## config.mk

```make
export PLATFORM = sky130hd
export DESIGN_NAME = nibbler_sequencer_flat
export DESIGN_NICKNAME = d
export VERILOG_FILES = /design/src/rtl/nibbler_pkg.sv /design/src/rtl/nibbler_sequencer_if.sv /design/src/rtl/nibbler_ctrl_rom.sv /design/src/rtl/nibbler_sequencer.sv /design/src/flat_wrapper.sv
export SDC_FILE = /design/constraint.sdc
export NUM_CORES = 1
export LEC_CHECK = 0
export BUFFER_PORTS_ARGS = -buffer_cell sky130_fd_sc_hd__buf_2
export CAP_MARGIN = 30
export CORE_MARGIN = 4
export CORE_UTILIZATION = 45
export CTS_CLUSTER_SIZE = 10
export DETAILED_ROUTE_END_ITERATION = 7
export HOLD_SLACK_MARGIN = 0.05
export PLACE_DENSITY = 0.79
export SLEW_MARGIN = 20
export SYNTH_ARGS = -nofsm -noshare
export SYNTH_HDL_FRONTEND = slang
export SYNTH_SLANG_ARGS = --single-unit
```

## constraint.sdc

```tcl
create_clock -name clk -period 2.1 [get_ports clk]
set_clock_uncertainty 0.05 [all_clocks]
set_input_delay 0.315 -clock clk [delete_from_list [all_inputs] [get_ports clk]]
set_output_delay 0.315 -clock clk [all_outputs]
set_load 0.01 [all_outputs]
```

## src/rtl/nibbler_pkg.sv

```systemverilog
// Shared definitions for the Nibbler sequencer: opcodes, control words, FSM states.
// Latency: none (declarations only).
// Backpressure: none (declarations only).
package nibbler_pkg;

    localparam int CW_W    = 13;
    localparam int MEM_BIT = 5;   // control-word bit that marks a data-memory access

    // Base instruction encodings (low nibble of the opcode)
    localparam logic [3:0] OP_JC    = 4'h0;
    localparam logic [3:0] OP_JNC   = 4'h1;
    localparam logic [3:0] OP_CMPI  = 4'h2;
    localparam logic [3:0] OP_CMPM  = 4'h3;
    localparam logic [3:0] OP_LIT   = 4'h4;
    localparam logic [3:0] OP_IN    = 4'h5;
    localparam logic [3:0] OP_LD    = 4'h6;
    localparam logic [3:0] OP_ST    = 4'h7;
    localparam logic [3:0] OP_JZ    = 4'h8;
    localparam logic [3:0] OP_JNZ   = 4'h9;
    localparam logic [3:0] OP_ADDI  = 4'hA;
    localparam logic [3:0] OP_ADDM  = 4'hB;
    localparam logic [3:0] OP_JMP   = 4'hC;
    localparam logic [3:0] OP_OUT   = 4'hD;
    localparam logic [3:0] OP_NANDI = 4'hE;
    localparam logic [3:0] OP_NANDM = 4'hF;

    // Control words; CW_FETCH doubles as "PC increment only"
    localparam logic [CW_W-1:0] CW_FETCH     = 13'b1000000001000;
    localparam logic [CW_W-1:0] CW_JMP_TAKEN = 13'b0100000001000;
    localparam logic [CW_W-1:0] CW_CMPI      = 13'b0001001000010;
    localparam logic [CW_W-1:0] CW_CMPM      = 13'b1001001100000;
    localparam logic [CW_W-1:0] CW_LIT       = 13'b0011010000010;
    localparam logic [CW_W-1:0] CW_IN        = 13'b0011010000100;
    localparam logic [CW_W-1:0] CW_LD        = 13'b1011010100000;
    localparam logic [CW_W-1:0] CW_ST        = 13'b1000000111000;
    localparam logic [CW_W-1:0] CW_ADDI      = 13'b0011011000010;
    localparam logic [CW_W-1:0] CW_ADDM      = 13'b1011011100000;
    localparam logic [CW_W-1:0] CW_OUT       = 13'b0000000001001;
    localparam logic [CW_W-1:0] CW_NANDI     = 13'b0011100000010;
    localparam logic [CW_W-1:0] CW_NANDM     = 13'b1011100100000;

    typedef enum logic [1:0] {
        ST_FETCH = 2'd0,
        ST_EXEC  = 2'd1,
        ST_WAIT  = 2'd2
    } state_e;

endpackage

```

## src/rtl/nibbler_sequencer_if.sv

```systemverilog
// Bus between the sequencer and the program bus / flag register / datapath.
// Latency: none (wires only).
// Backpressure: mem_ready is the only throttle; enable pauses the whole sequencer.
interface nibbler_sequencer_if #(
    parameter int OP_W   = 4,
    parameter int CTRL_W = 13,
    parameter int CNT_W  = 16
);
    logic              enable;
    logic [OP_W-1:0]   opcode;
    logic              c_flag;
    logic              z_flag;
    logic              mem_ready;
    logic              phase;
    logic [CTRL_W-1:0] ctrl;
    logic              ctrl_commit;
    logic              retire;
    logic              illegal_op;
    logic [CNT_W-1:0]  retired_cnt;

    // Environment side: drives instruction/flags, consumes control
    modport master (
        output enable, opcode, c_flag, z_flag, mem_ready,
        input  phase, ctrl, ctrl_commit, retire, illegal_op, retired_cnt
    );

    // Sequencer side
    modport slave (
        input  enable, opcode, c_flag, z_flag, mem_ready,
        output phase, ctrl, ctrl_commit, retire, illegal_op, retired_cnt
    );
endinterface

```

## src/rtl/nibbler_ctrl_rom.sv

```systemverilog
// Combinational decode of (ir, C, Z) into the 13-bit EXEC control word plus illegal flag.
// Latency: 0 cycles, purely combinational.
// Backpressure: none; flags are consumed live.
module nibbler_ctrl_rom import nibbler_pkg::*; #(
    parameter int OP_W = 4
) (
    input  logic [OP_W-1:0] ir_i,
    input  logic            c_flag_i,
    input  logic            z_flag_i,
    output logic [CW_W-1:0] word_o,
    output logic            illegal_o
);

    logic [CW_W-1:0] base_word;

    // Any opcode bit above the base nibble makes the instruction illegal
    generate
        if (OP_W > 4) begin : g_wide
            assign illegal_o = |ir_i[OP_W-1:4];
        end else begin : g_narrow
            assign illegal_o = 1'b0;
        end
    endgenerate

    // Base nibble decode; conditional jumps look at the live flags
    always_comb begin
        base_word = CW_FETCH;
        case (ir_i[3:0])
            OP_JC:    base_word = c_flag_i ? CW_JMP_TAKEN : CW_FETCH;
            OP_JNC:   base_word = c_flag_i ? CW_FETCH : CW_JMP_TAKEN;
            OP_CMPI:  base_word = CW_CMPI;
            OP_CMPM:  base_word = CW_CMPM;
            OP_LIT:   base_word = CW_LIT;
            OP_IN:    base_word = CW_IN;
            OP_LD:    base_word = CW_LD;
            OP_ST:    base_word = CW_ST;
            OP_JZ:    base_word = z_flag_i ? CW_JMP_TAKEN : CW_FETCH;
            OP_JNZ:   base_word = z_flag_i ? CW_FETCH : CW_JMP_TAKEN;
            OP_ADDI:  base_word = CW_ADDI;
            OP_ADDM:  base_word = CW_ADDM;
            OP_JMP:   base_word = CW_JMP_TAKEN;
            OP_OUT:   base_word = CW_OUT;
            OP_NANDI: base_word = CW_NANDI;
            OP_NANDM: base_word = CW_NANDM;
            default:  base_word = CW_FETCH;
        endcase
    end

    // Illegal opcodes degrade to a plain PC increment
    assign word_o = illegal_o ? CW_FETCH : base_word;

endmodule

```

## src/rtl/nibbler_sequencer.sv

```systemverilog
// Fetch/execute sequencer: latches opcode, emits phase control word, counts retirements.
// Latency: 2 cycles per instruction (FETCH, EXEC) plus one per WAIT cycle; outputs combinational.
// Backpressure: enable=0 freezes everything; with NIBBLER_WAIT_EN, mem_ready=0 stalls memory ops.
module nibbler_sequencer import nibbler_pkg::*; #(
    parameter int OP_W   = 4,
    parameter int CTRL_W = 13,
    parameter int CNT_W  = 16
) (
    input  logic               clk,
    input  logic               reset,
    nibbler_sequencer_if.slave bus
);

    state_e            state_q, state_d;
    logic [OP_W-1:0]   ir_q, ir_d;
    logic [CNT_W-1:0]  cnt_q, cnt_d;

    logic [CW_W-1:0]   rom_word;
    logic              rom_illegal;
    logic              in_exec;
    logic              stall;
    logic              retire_w;
    logic [CTRL_W-1:0] ctrl_w;

    nibbler_ctrl_rom #(.OP_W(OP_W)) u_rom (
        .ir_i      (ir_q),
        .c_flag_i  (bus.c_flag),
        .z_flag_i  (bus.z_flag),
        .word_o    (rom_word),
        .illegal_o (rom_illegal)
    );

    assign in_exec = (state_q == ST_EXEC) || (state_q == ST_WAIT);

`ifdef NIBBLER_WAIT_EN
    // Memory instructions hold off until the data memory reports ready
    assign stall = in_exec && rom_word[MEM_BIT] && !bus.mem_ready;
`else
    logic unused_mem_ready;
    assign unused_mem_ready = bus.mem_ready;
    assign stall            = 1'b0;
`endif

    assign retire_w = bus.enable && in_exec && !stall;

    // State register
    always_ff @(posedge clk) begin
        if (reset) begin
            state_q <= ST_FETCH;
        end else begin
            state_q <= state_d;
        end
    end

    // Next-state logic; enable=0 holds the current state
    always_comb begin
        state_d = state_q;
        case (state_q)
            ST_FETCH: if (bus.enable) state_d = ST_EXEC;
`ifdef NIBBLER_WAIT_EN
            ST_EXEC:  if (bus.enable) state_d = stall ? ST_WAIT : ST_FETCH;
            ST_WAIT:  if (bus.enable && !stall) state_d = ST_FETCH;
`else
            ST_EXEC:  if (bus.enable) state_d = ST_FETCH;
`endif
            default:  state_d = ST_FETCH;
        endcase
    end

    // Outputs: pause blanks the control word; stalled EXEC/WAIT shows the word uncommitted
    always_comb begin
        ctrl_w = '0;
        if (bus.enable) begin
            ctrl_w[CW_W-1:0] = (state_q == ST_FETCH) ? CW_FETCH : rom_word;
        end
        bus.ctrl        = ctrl_w;
        bus.phase       = (state_q != ST_FETCH);
        bus.ctrl_commit = bus.enable && ((state_q == ST_FETCH) || (in_exec && !stall));
        bus.retire      = retire_w;
        bus.illegal_op  = retire_w && rom_illegal;
        bus.retired_cnt = cnt_q;
    end

    // Instruction latch and saturating retirement counter next-state
    always_comb begin
        ir_d  = ir_q;
        cnt_d = cnt_q;
        if (bus.enable && (state_q == ST_FETCH)) begin
            ir_d = bus.opcode;
        end
        if (retire_w && (cnt_q != {CNT_W{1'b1}})) begin
            cnt_d = cnt_q + CNT_W'(1);
        end
    end

    // Instruction and counter registers
    always_ff @(posedge clk) begin
        if (reset) begin
            ir_q  <= '0;
            cnt_q <= '0;
        end else begin
            ir_q  <= ir_d;
            cnt_q <= cnt_d;
        end
    end

endmodule

```

## src/flat_wrapper.sv

```systemverilog
// flat-port wrapper written by rule: the top's interface ports become plain ports
module nibbler_sequencer_flat import nibbler_pkg::*;
#(
    parameter int OP_W   = 4,
    parameter int CTRL_W = 13,
    parameter int CNT_W  = 16
)
  (clk, reset, bus_enable, bus_opcode, bus_c_flag, bus_z_flag, bus_mem_ready, bus_phase, bus_ctrl, bus_ctrl_commit, bus_retire, bus_illegal_op, bus_retired_cnt);
  nibbler_sequencer_if #(.OP_W(OP_W), .CTRL_W(CTRL_W), .CNT_W(CNT_W)) bus_i ();
  input  logic clk;
  input  logic reset;
  input wire logic [$bits(bus_i.enable)-1:0] bus_enable;
  input wire logic [$bits(bus_i.opcode)-1:0] bus_opcode;
  input wire logic [$bits(bus_i.c_flag)-1:0] bus_c_flag;
  input wire logic [$bits(bus_i.z_flag)-1:0] bus_z_flag;
  input wire logic [$bits(bus_i.mem_ready)-1:0] bus_mem_ready;
  output wire logic [$bits(bus_i.phase)-1:0] bus_phase;
  output wire logic [$bits(bus_i.ctrl)-1:0] bus_ctrl;
  output wire logic [$bits(bus_i.ctrl_commit)-1:0] bus_ctrl_commit;
  output wire logic [$bits(bus_i.retire)-1:0] bus_retire;
  output wire logic [$bits(bus_i.illegal_op)-1:0] bus_illegal_op;
  output wire logic [$bits(bus_i.retired_cnt)-1:0] bus_retired_cnt;
  assign bus_i.enable = bus_enable;
  assign bus_i.opcode = bus_opcode;
  assign bus_i.c_flag = bus_c_flag;
  assign bus_i.z_flag = bus_z_flag;
  assign bus_i.mem_ready = bus_mem_ready;
  assign bus_phase = bus_i.phase;
  assign bus_ctrl = bus_i.ctrl;
  assign bus_ctrl_commit = bus_i.ctrl_commit;
  assign bus_retire = bus_i.retire;
  assign bus_illegal_op = bus_i.illegal_op;
  assign bus_retired_cnt = bus_i.retired_cnt;
  nibbler_sequencer #(.OP_W(OP_W), .CTRL_W(CTRL_W), .CNT_W(CNT_W)) u_core (.clk(clk), .reset(reset), .bus(bus_i));
endmodule
```

==> impl_metrics.json <==
{
  "path_class": "reg -> reg",
  "synth_most_common_cell": "dfxtp_1",
  "drtPass1Iterations": 4,
  "first_global_vias": 1214,
  "root_buffer": "clkbuf_4",
  "syn-cell-area_sq_um": 1250,
  "power.density_nw_per_um2": 484,
  "overflow": 0,
  "setup_viol": 0,
  "chipHeight_um": 60.8,
  "post-place-ws_ps": 142,
  "power_leakage_nw": 0.598,
  "die_w_um": 60.8,
  "ys_types": 35,
  "yosys_warnings": 0,
  "outcome": "finished, final reports clean",
  "relSlewSlack_pct": 61.1,
  "cts_made_buffers": 3,
  "crit_required_ps": 2280,
  "synth_top_area_share_pct": 33.5,
  "synth_top_flop_cell": "dfxtp_1",
  "routed_wl_um": 3060,
  "mappedNetlistNets": 178,
  "hold_path.class": "in -> reg",
  "dp_hpwl_um": 2310,
  "tightest_slew_ps": 580,
  "gp_congestion": 0.763,
  "area_delta_synth_final_pct": 19.4,
  "hold_violations": 0,
  "rsz0062_at_grt": "false",
  "period_needed_ps": 1970,
  "grt_max_degree": 24,
  "dieArea_sq_um": 3690,
  "final_layout_size_suffix_gt1_share_pct": 29.0,
  "design_area_sq_um": 1500,
  "synth_area_leaders": "dfxtp_1 34%, a21oi_1 7.2%, nor2_1 5.1%",
  "cts_tree": "built",
  "drc": 0,
  "placed_area_sq_um": 1460,
  "syn_avg_cell_area_sq_um": 7.51,
  "clk_latency_ps": 300,
  "nets": 212,
  "fin_crit_sh_pct": 93.9,
  "vias": 1334,
  "via_per_inst": 5.80,
  "cp_max_fo": 8,
  "cts_sinks": 21,
  "cts_htree_levels": 1,
  "clkTransAtPathRegs_ps": 120,
  "crit_arrival_ps": 2150,
  "io_buffers": 40,
  "async_flop_share_pct": 0,
  "syn_inst": 167,
  "drt_iter0_markers": 38,
  "synth_common_cells": "21 x dfxtp_1, 18 x a21oi_1, 17 x nor2_1",
  "seq_area_frac_synth_pct": 33.5,
  "timing.hold.ws_ps": 209,
  "fmax_ghz": 0.507,
  "antenna_left": 0,
  "cap_violations": 0,
  "io_pins": 43,
  "tns_ps": 0,
  "final_max_slew_viol_count": 0,
  "synth_largest_area_cell": "dfxtp_1",
  "antenna_found_initial": 0,
  "fillers": 244,
  "num_rows": 18,
  "diodes": 0,
  "core_sq_um": 2570,
  "grtUsageTotal_pct": 17.2,
  "fin_ws_ps": 129,
  "cts_buffer_depth": 2,
  "synth.ff_latch_count": 21,
  "worstSetupStartpointType": "flop",
  "synth_edf_count": 0,
  "start_util_pct": 48.8,
  "wire_per_inst_um": 13.3,
  "grt_pass1_wl_um": 5020,
  "endpoint_kind": "flop",
  "ir_drop_mv": 0.365
}
==> layout make-up <==
type                       instances  area [sq um]  area share, %
clock buffer                       4          26.3           1.76
inverter                           8          30.0           2.01
multi-input combinational        123           748           50.0
sequential                        21           424           28.3
tap                               30          37.5           2.51
timing repair buffer              44           230           15.4
==> per-layer routing <==
| layer | global-route usage, % | up-vias | wire, um |
|---|---|---|---|
| li1 | - | 666 | - |
| met1 | 20.7 | 627 | 1310 |
| met2 | 31.3 | 39 | 1560 |
| met3 | 4.04 | 2 | 181 |
| met4 | 3.10 | 0 | 11 |
| met5 | 0 | - | 0 |
==> power breakdown <==
group / switching, mW / leakage, nW / internal, mW / total [mW]
Clock: 0.117 / 0.0150 / 0.0740 / 0.191
Combinational: 0.0582 / 0.412 / 0.0465 / 0.105
Sequential: 0.0204 / 0.171 / 0.408 / 0.429
==> through the flow <==
stage / utilization (%) / cells / total power, mW
6_report: 58.3 / 230 / 0.724
5_1_grt: 58.3 / 230 / 0.758
4_1_cts: 57.8 / 230 / 0.726
3_5_place_dp: 56.7 / 226 / 0.538
3_3_place_gp: 56.7 / 226 / 0.533
2_1_floorplan: - / 167 / 0.505
==> repair_timing <==
| action | in CTS | in global routing |
|---|---|---|
| endpoints found under the setup margin | 1 | 9 |
| resized for setup | 1 | 6 |
| buffers inserted | 0 | 0 |
| hold buffers | 0 | 0 |
| hold endpoints to repair | 0 | 0 |
==> cell families (layout without fill, tap and decap cells) <==
kind of cell,Yosys count,count (layout),synth area share [%]
flip-flops,21,21,33.5
other,1,1,0.299
AND/OR/NAND/NOR,73,73,31.4
multiplexers,6,6,4.99
adder cells (fa/ha/maj),1,1,0.998
XOR/XNOR,3,3,2.10
buffers and inverters,23,56,7.68
AO/OA/AOI/OAI,39,39,19.0
==> layout by cell type, fill, tap and decap left out, types with 4 or more instances in the layout <==
cell type  count
buf_2         40
a21oi_1       18
dfxtp_1       18
nor2_1        17
nor3_1        10
nand2_1        9
inv_1          8
o31ai_1        8
nand3_1        7
or4_1          7
o21ai_0        5
or3_1          5
mux2i_1        4
buf_4          4
==> flip-flops by register name, summed over array words and instances, names as in the netlist <==
register                flops
u_core.bus.retired_cnt     16
u_core.ir_q                 4
u_core.state_q              1
==> critical path, cell delays in order, from the launching register on <==
cell and delay (ps):
dfxtp_1 450, ha_1 200, nand3_1 130, or3_1 490, or4_1 440, a21oi_1 140
==> path summary, 6_finish.rpt <==
check	slack, ps	cells past startpoint	start	endpoint
max	130	5	u_core.bus.retired_cnt[1]	u_core.bus.retired_cnt[12]
min	210	3	bus_opcode[1]	u_core.ir_q[1]
max reg2reg	130	5	u_core.bus.retired_cnt[1]	u_core.bus.retired_cnt[12]
min reg2reg	470	2	u_core.bus.retired_cnt[13]	u_core.bus.retired_cnt[13]
No activity file was read; power rests on OpenSTA's default activity.
